--- src/rtl/instr_encoder.sv ---
// Streaming RV32I instruction encoder and program loader.
// Takes one field-level descriptor per handshake, packs it into a 32-bit
// RV32I word after checking the immediate range, and writes the words to
// consecutive instruction-memory addresses starting at BASE_ADDR.
module instr_encoder #(
  parameter int ADDR_WIDTH = 10,
  parameter int BASE_ADDR  = 0
) (
  input  logic                  clk,
  input  logic                  reset,
  input  logic                  start,
  input  logic                  in_valid,
  output logic                  in_ready,
  input  logic [2:0]            in_format,
  input  logic [6:0]            in_op,
  input  logic [2:0]            in_funct3,
  input  logic [6:0]            in_funct7,
  input  logic [4:0]            in_rd,
  input  logic [4:0]            in_rs1,
  input  logic [4:0]            in_rs2,
  input  logic [31:0]           in_imm,
  input  logic                  in_last,
  output logic                  imem_we,
  output logic [ADDR_WIDTH-1:0] imem_addr,
  output logic [31:0]           imem_wdata,
  input  logic                  imem_ready,
  output logic                  done,
  output logic                  error,
  output logic [ADDR_WIDTH:0]   count
);

  typedef enum logic [2:0] {
    S_IDLE,
    S_RUN,
    S_WRITE,
    S_DONE,
    S_ERR
  } state_t;

  localparam logic [ADDR_WIDTH-1:0] BASE     = ADDR_WIDTH'(BASE_ADDR);
  localparam logic [ADDR_WIDTH-1:0] MAX_ADDR = '1;

  state_t                state_q;
  logic                  in_ready_q;
  logic                  imem_we_q;
  logic [ADDR_WIDTH-1:0] addr_q;
  logic [31:0]           wdata_q;
  logic                  done_q;
  logic                  error_q;
  logic [ADDR_WIDTH:0]   count_q;
  logic                  last_q;

  logic [31:0]           enc_d;
  logic                  legal_d;
  logic                  is_shift;
  logic                  fits_12;
  logic                  fits_b;
  logic                  fits_j;

  // Immediate range checks: the dropped upper bits must all equal the sign bit.
  assign is_shift = (in_op == 7'b0010011) && ((in_funct3 == 3'b001) || (in_funct3 == 3'b101));
  assign fits_12  = (in_imm[31:11] == '0) || (in_imm[31:11] == '1);
  assign fits_b   = ((in_imm[31:12] == '0) || (in_imm[31:12] == '1)) && !in_imm[0];
  assign fits_j   = ((in_imm[31:20] == '0) || (in_imm[31:20] == '1)) && !in_imm[0];

  // Pack the descriptor into an RV32I word and decide whether it is legal.
  always_comb begin
    enc_d   = '0;
    legal_d = 1'b0;
    case (in_format)
      3'd0: begin
        enc_d   = {in_funct7, in_rs2, in_rs1, in_funct3, in_rd, in_op};
        legal_d = 1'b1;
      end
      3'd1: begin
        if (is_shift) begin
          enc_d   = {in_funct7, in_imm[4:0], in_rs1, in_funct3, in_rd, in_op};
          legal_d = (in_imm[31:5] == '0);
        end else begin
          enc_d   = {in_imm[11:0], in_rs1, in_funct3, in_rd, in_op};
          legal_d = fits_12;
        end
      end
      3'd2: begin
        enc_d   = {in_imm[11:5], in_rs2, in_rs1, in_funct3, in_imm[4:0], in_op};
        legal_d = fits_12;
      end
      3'd3: begin
        enc_d   = {in_imm[12], in_imm[10:5], in_rs2, in_rs1, in_funct3,
                   in_imm[4:1], in_imm[11], in_op};
        legal_d = fits_b;
      end
      3'd4: begin
        enc_d   = {in_imm[31:12], in_rd, in_op};
        legal_d = 1'b1;
      end
      3'd5: begin
        enc_d   = {in_imm[20], in_imm[10:1], in_imm[11], in_imm[19:12], in_rd, in_op};
        legal_d = fits_j;
      end
      default: begin
        enc_d   = '0;
        legal_d = 1'b0;
      end
    endcase
  end

  // Load sequencer with registered outputs; start overrides every state.
  always_ff @(posedge clk or posedge reset) begin
    if (reset) begin
      state_q    <= S_IDLE;
      in_ready_q <= 1'b0;
      imem_we_q  <= 1'b0;
      addr_q     <= BASE;
      wdata_q    <= '0;
      done_q     <= 1'b0;
      error_q    <= 1'b0;
      count_q    <= '0;
      last_q     <= 1'b0;
    end else if (start) begin
      state_q    <= S_RUN;
      in_ready_q <= 1'b1;
      imem_we_q  <= 1'b0;
      addr_q     <= BASE;
      done_q     <= 1'b0;
      error_q    <= 1'b0;
      count_q    <= '0;
    end else begin
      case (state_q)
        S_RUN: begin
          if (in_valid) begin
            in_ready_q <= 1'b0;
            if (legal_d) begin
              wdata_q   <= enc_d;
              last_q    <= in_last;
              imem_we_q <= 1'b1;
              state_q   <= S_WRITE;
            end else begin
              error_q <= 1'b1;
              state_q <= S_ERR;
            end
          end
        end
        S_WRITE: begin
          if (imem_ready) begin
            imem_we_q <= 1'b0;
            count_q   <= count_q + (ADDR_WIDTH + 1)'(1);
            // The address saturates at the top word instead of wrapping.
            if (addr_q != MAX_ADDR) begin
              addr_q <= addr_q + 1'b1;
            end
            if (last_q) begin
              done_q  <= 1'b1;
              state_q <= S_DONE;
            end else if (addr_q == MAX_ADDR) begin
              error_q <= 1'b1;
              state_q <= S_ERR;
            end else begin
              in_ready_q <= 1'b1;
              state_q    <= S_RUN;
            end
          end
        end
        default: begin
          state_q <= state_q;
        end
      endcase
    end
  end

  assign in_ready   = in_ready_q;
  assign imem_we    = imem_we_q;
  assign imem_addr  = addr_q;
  assign imem_wdata = wdata_q;
  assign done       = done_q;
  assign error      = error_q;
  assign count      = count_q;

endmodule

--- config.mk ---
export PLATFORM = sky130hd
export DESIGN_NAME = instr_encoder
export DESIGN_NICKNAME = d
export VERILOG_FILES = /design/src/rtl/instr_encoder.sv
export SDC_FILE = /design/constraint.sdc
export NUM_CORES = 1
export LEC_CHECK = 0
export CORE_ASPECT_RATIO = 1.2
export CORE_MARGIN = 1.5
export CORE_UTILIZATION = 35
export CTS_CLUSTER_SIZE = 25
export DETAILED_ROUTE_END_ITERATION = 12
export PLACE_DENSITY = 0.64
export SYNTH_ARGS = -nofsm -noshare
export SYNTH_HDL_FRONTEND = slang
export SYNTH_SLANG_ARGS = --single-unit
--- constraint.sdc ---
create_clock -name clk -period 3.4 [get_ports clk]
set_input_delay 0.68 -clock clk [delete_from_list [all_inputs] [get_ports clk]]
set_output_delay 0.68 -clock clk [all_outputs]
set_load 0.02 [all_outputs]
Yosys cells after proc, flatten, opt, wreduce, memory -nomap -nowiden
Index checks and enable logic that the tools add are counted.

storage, ports and cells
  flip-flop bits (word level) = 61
  latch bits = 0
  memory bits (writable) = 0
  memory bits (read-only) = 0
  word-level logic and storage cells = 101
  memories = 0

operators by class
  $add $sub $neg = 2
  multipliers = 0
  divide/modulo/power cells = 0
  $lt $le $gt $ge = 0
  equal/unequal tests = 22
  shift operators = 0
  muxes and demuxes = 40
  bitwise operators = 1
  reduce and logical (&&, ||, !) cells = 27

operators with widths
  cell                                                              count
  32-bit one-hot mux with 6 select lines                            1
  10-bit 2-to-1 mux                                                 4
  11-bit 2-to-1 mux                                                 3
  32-bit 2-to-1 mux                                                 1
  27-bit logical NOT                                                1
  21-bit == test (second input constant)                            1
  21-bit logical NOT                                                1
  3-bit inequality test (second input constant)                     7
  20-bit == test (second input constant)                            1
  20-bit logical NOT                                                1
  1-bit 2-to-1 mux                                                  20
  3-bit 2-to-1 mux                                                  6
  12-bit == test (second input constant)                            1
  12-bit logical NOT                                                1
  11-bit by 1-bit adder with 11-bit output (second input constant)  1
  10-bit by 1-bit adder with 10-bit output (second input constant)  1
  10-bit == test (second input constant)                            1
  10-bit inequality test (second input constant)                    1
  3-bit by 1-bit == test with 1-bit output (second input constant)  3
  3-bit by 2-bit == test with 1-bit output (second input constant)  3
  3-bit == test (second input constant)                             3
  3-bit AND reduction                                               3
  4-bit AND reduction                                               2
  2-bit nonzero test                                                4
  other kinds (14)                                                  21

Longest topological paths before layout
  word-level depth = 9
  gate-level depth with buffers = 8
  mapped depth without buffers = 7

Worst setup path before layout
Ideal clock, no wire load.

  path kind = input to register
  start point = input port in_imm[8]
  end point = register wdata_q[14] (netlist: imem_wdata[14])
  setup time = 0.125 ns
  arrival time = 2.546 ns
  slack = 0.729 ns
  cell stages on the path = 7
  buffers on the path = 1
  cells stage by stage = or4_4 nor3_2 o21ai_1 a221o_1 a31oi_4 buf_8 mux2_4

between the ends
  cells in the longest elaborated chain, start to end = 4

RTL lines
  what                                   line  text
  start, declared                        21    input logic [31:0] in_imm,
  27-bit logical NOT                     78    legal_d = (in_imm[31:5] == '0);
  1-bit 2-to-1 mux                       76    if (is_shift) begin
  1-bit one-hot mux with 5 select lines  70    case (in_format)
  4-bit AND reduction (no line)          -
  end signal, assigned                   134   wdata_q <= enc_d;
  end, declared                          47    logic [31:0] wdata_q;

No other way between the ends.
A chain may end at the register's enable or synchronous reset.

Worst setup path in the final report
  start point = input port in_imm[13]
  end point = register wdata_q[6] (netlist: imem_wdata[6])

between the ends
  cells in the longest elaborated chain, start to end = 5

RTL lines
  what                                                          line    text
  21-bit == test (tied with other cells)                        62      assign fits_12 = (in_imm[31:11] == '0) || (in_imm[31:11] == '1);
  1-bit logical OR, on equally long branches                    62, 63
  1-bit 2-to-1 mux / 1-bit logical AND (equally long branches)  76, 63
  1-bit one-hot mux with 5 select lines (*)                     70
  4-bit AND reduction (no line) (*)                             -

Mark *: on every way between the ends. The rest lies on a longest branch, timed or not.

==> reports/qor.yml <==
status: "completed"
p_clk_share_pct: 36.4
combPwrFrac_pct: 28.7
crit_path_max_fanout: 10
firstDrtPassIters: 4
finalMaxSlewViolations: 0
p_per_area_mw_per_mm2: 511.2
path_cells: "clkdlybuf4s50_1 -> nor4_1 -> nand4b_1 -> a221o_1 -> a31oi_4 -> buf_12 -> buf_4 -> mux2i_1"
netlist_area_mm2: 0.003472
ant_nets: 0
cp-start-kind: "input port"
rsz0062_at_grt: "false"
cp.required_ns: 3.64
die_h_um: 112.1
swShare_pct: 28.23
worstSkewPairLatency_ns: 0.32
cpPeakStageDelay_ns: 0.66
synth_area_leaders: "dfrtp_1 44%, mux2_4 5.6%, nand2_1 4.1%"
die_x_um: 93.92
ys_ff_latch: 61
synth_top_area_cell: "dfrtp_1"
fin_cells: 624
finalSetupViolCount: 0
hp-class: "reg2reg"
critPathArrivalTime_ns: 3.25
hpwl_um: 7841
r2r-end: "imem_wdata[6]$_DFFE_PP0P_"
first_global_vias: 3327
dp.cells: 608
clkSlewWorstSetupHoldPaths_ns: 0.05
final.setup.tns_ns: 0
r2r-start: "state_q[2]$_DFFE_PP0P_"
hold_violations: 0
fin_skew_ns: 0.007585
crit_family: "buffers and inverters"
finalInstanceArea_mm2: 0.005280
setup_ws_ns: 0.3937
grt_max_degree: 62
floorplan.initialDensity_pct: 36.30
post_cts_resize_count: 0
synth-edff-count: 0
relSlewSlack_pct: 49.76
irDropWorstVdd_uv: 362.5
row_count: 39
min-delay-start: "error$_DFFE_PP0P_"
fill_cells: 867
ios: 130
synth.avg_cell_area_um2: 9.753
min_path_cells: 2
vias: 3312
core_mm2: 0.009564
synth_cell_types: 55
critPathCaptureType: "flop"
syn_inst: 356
post-cts-setup-buffers: 0
drive_gt1_share_pct: 11.98
yosysWarningCount: 0
internal_power_mw: 1.937
gp_congestion: 0.9258
cts_buffer_depth: 2
htreeDepth: 3
antenna_found_initial: 0
cp_slowest_cell: "nor4_1"
p_leak_nw: 2.175
ff2ff_setup_slack_ns: 1.22
grt_use_total_pct: 20.12
synth_ff_type: "dfrtp_1"
viasPerCell: 5.308
fin_crit_ns: 3.006
wirelength_um: 9997
ys_seq_area_share_pct: 43.96
syn-num-nets: 431
crit_buf_inv: 3
max_cap_viol_count: 0
synthToLayoutAreaGrowth_pct: 52.07
tightest_slew_ns: 0.7536
crit_type: "in2reg"
place_ws_ns: 0.09020
io_buffer_count: 129
seq_power_share_pct: 34.9
diodes: 0
cts_sinks: 61
cts_buffers: 9
fmax_mhz: 332.6
drt_iter0_drc: 122
p_switching_mw: 0.7619
drc: 0
async_reset_ff_share_pct: 100.0
reg2reg_depth: 6
avgRoutedWirePerCell_um: 16.02
placed_area_mm2: 0.004954
grt_pass1_wl_um: 16570
cts-root-buf: "clkbuf_16"
dieArea_mm2: 0.01053
holdBufCountCts: 0
min_to: "error$_DFFE_PP0P_"
overflow: 0
yosysTopAreaCellShare_pct: 43.96
final_nets: 571
tritoncts: "yes"
finalCritPeriodShare_pct: 88.42
-- layout by cell type, fill, tap and decap left out, types with 3 or more instances in the layout --
master	netlist	routed
a31o_2	4	4
inv_1	22	21
a221oi_1	5	5
mux2_2	5	5
clkdlybuf4s50_1	0	129
nor2b_1	3	3
dfrtp_1	61	61
a211oi_1	5	5
nand2b_1	3	3
nor2_1	35	35
nor4_1	5	5
o21ai_0	20	20
a32o_1	4	4
xor2_1	15	15
mux2_4	13	13
mux2i_1	9	9
nand2_1	38	38
clkbuf_16	0	9
xnor2_1	4	4
a22oi_1	5	5
nor3_1	5	5
a2bb2oi_1	11	11
nand3_1	11	11
a21oi_1	7	7
buf_4	1	16
nand4_1	14	14
-- cell families after synthesis --
| logic type | after synthesis | synth area share, % |
|---|---|---|
| multiplexers | 27 | 9.838 |
| AO/OA/AOI/OAI | 78 | 16.72 |
| AND/OR/NAND/NOR | 130 | 18.59 |
| adder cells (fa/ha/maj) | 2 | 0.7206 |
| XOR/XNOR | 19 | 4.793 |
| flip-flops | 61 | 43.96 |
| buffers and inverters | 39 | 5.369 |
-- worst max-delay path by stage --
stage                     startpoint                         end  cells past startpoint
after CTS                 in_imm[13]   imem_wdata[6]$_DFFE_PP0P_                      8
after global routing       in_imm[8]   imem_wdata[6]$_DFFE_PP0P_                      9
final                     in_imm[13]   imem_wdata[6]$_DFFE_PP0P_                      8
after floorplan            in_imm[8]  imem_wdata[14]$_DFFE_PP0P_                      7
after global placement    in_imm[19]  imem_wdata[13]$_DFFE_PP0P_                      8
after detailed placement  in_imm[13]   imem_wdata[6]$_DFFE_PP0P_                      8
-- cell usage after synthesis (7+ instances only) --
| library cell | number |
|---|---|
| dfrtp_1 | 61 |
| nand2_1 | 38 |
| xor2_1 | 15 |
| clkbuf_1 | 11 |
| nand4_1 | 14 |
| a21oi_1 | 7 |
| mux2_4 | 13 |
| nand3_1 | 11 |
| inv_1 | 22 |
| mux2i_1 | 9 |
| o21ai_0 | 20 |
| a2bb2oi_1 | 11 |
| nor2_1 | 35 |
-- power by group through the flow --
stage	logic (mW)	clock network, mW	registers [mW]
detailed placement	0.783	0	0.946
global route	0.826	1.05	0.959
finish	0.774	0.984	0.941
global placement	0.771	0	0.949
floorplan	0.222	0	1.08
CTS	0.782	1.01	0.943
-- tightest hold or removal path: cells and delay by family, from the launching register on --
family | cells | cell delay [ns]
AOI/OAI and AO/OA | 2 | 0.12
DFF | 1 | 0.34
-- metal layers --
layer / vias up / share of wire (%) / track usage, %
li1: 1584 / - / -
met1: 1553 / 42 / 25.80
met2: 154 / 47 / 31.93
met3: 21 / 8.2 / 5.962
met4: 0 / 2.9 / 7.562
met5: - / 0 / 0
-- registers in the layout, indices dropped and copies added, names as in the netlist --
name	count
count	11
imem_addr	10
state_q	3
done	1
imem_we	1
error	1
imem_wdata	32
last_q	1
in_ready	1
-- area by class of cell --
type                       count  area [um2]  share of cell area (%)
clock inverter                 5       83.83                   1.588
multi-input combinational    256        1759                   33.32
sequential                    61        1526                   28.91
inverter                      22       82.58                   1.564
tap                          123       153.9                   2.915
clock buffer                  11       242.7                   4.597
timing repair buffer         146        1431                   27.11
-- per-stage QoR --
step | utilization, % | power (mW) | hold WS [ns]
6_report | 55.21 | 2.699 | 0.5008
5_1_grt | 55.21 | 2.833 | 0.5304
4_1_cts | 55.21 | 2.733 | 0.5035
3_5_place_dp | 51.79 | 1.729 | 0.4922
3_3_place_gp | 51.79 | 1.720 | 0.4927
2_1_floorplan | - | 1.306 | 0.5313
(Power assumes the default switching activity.)
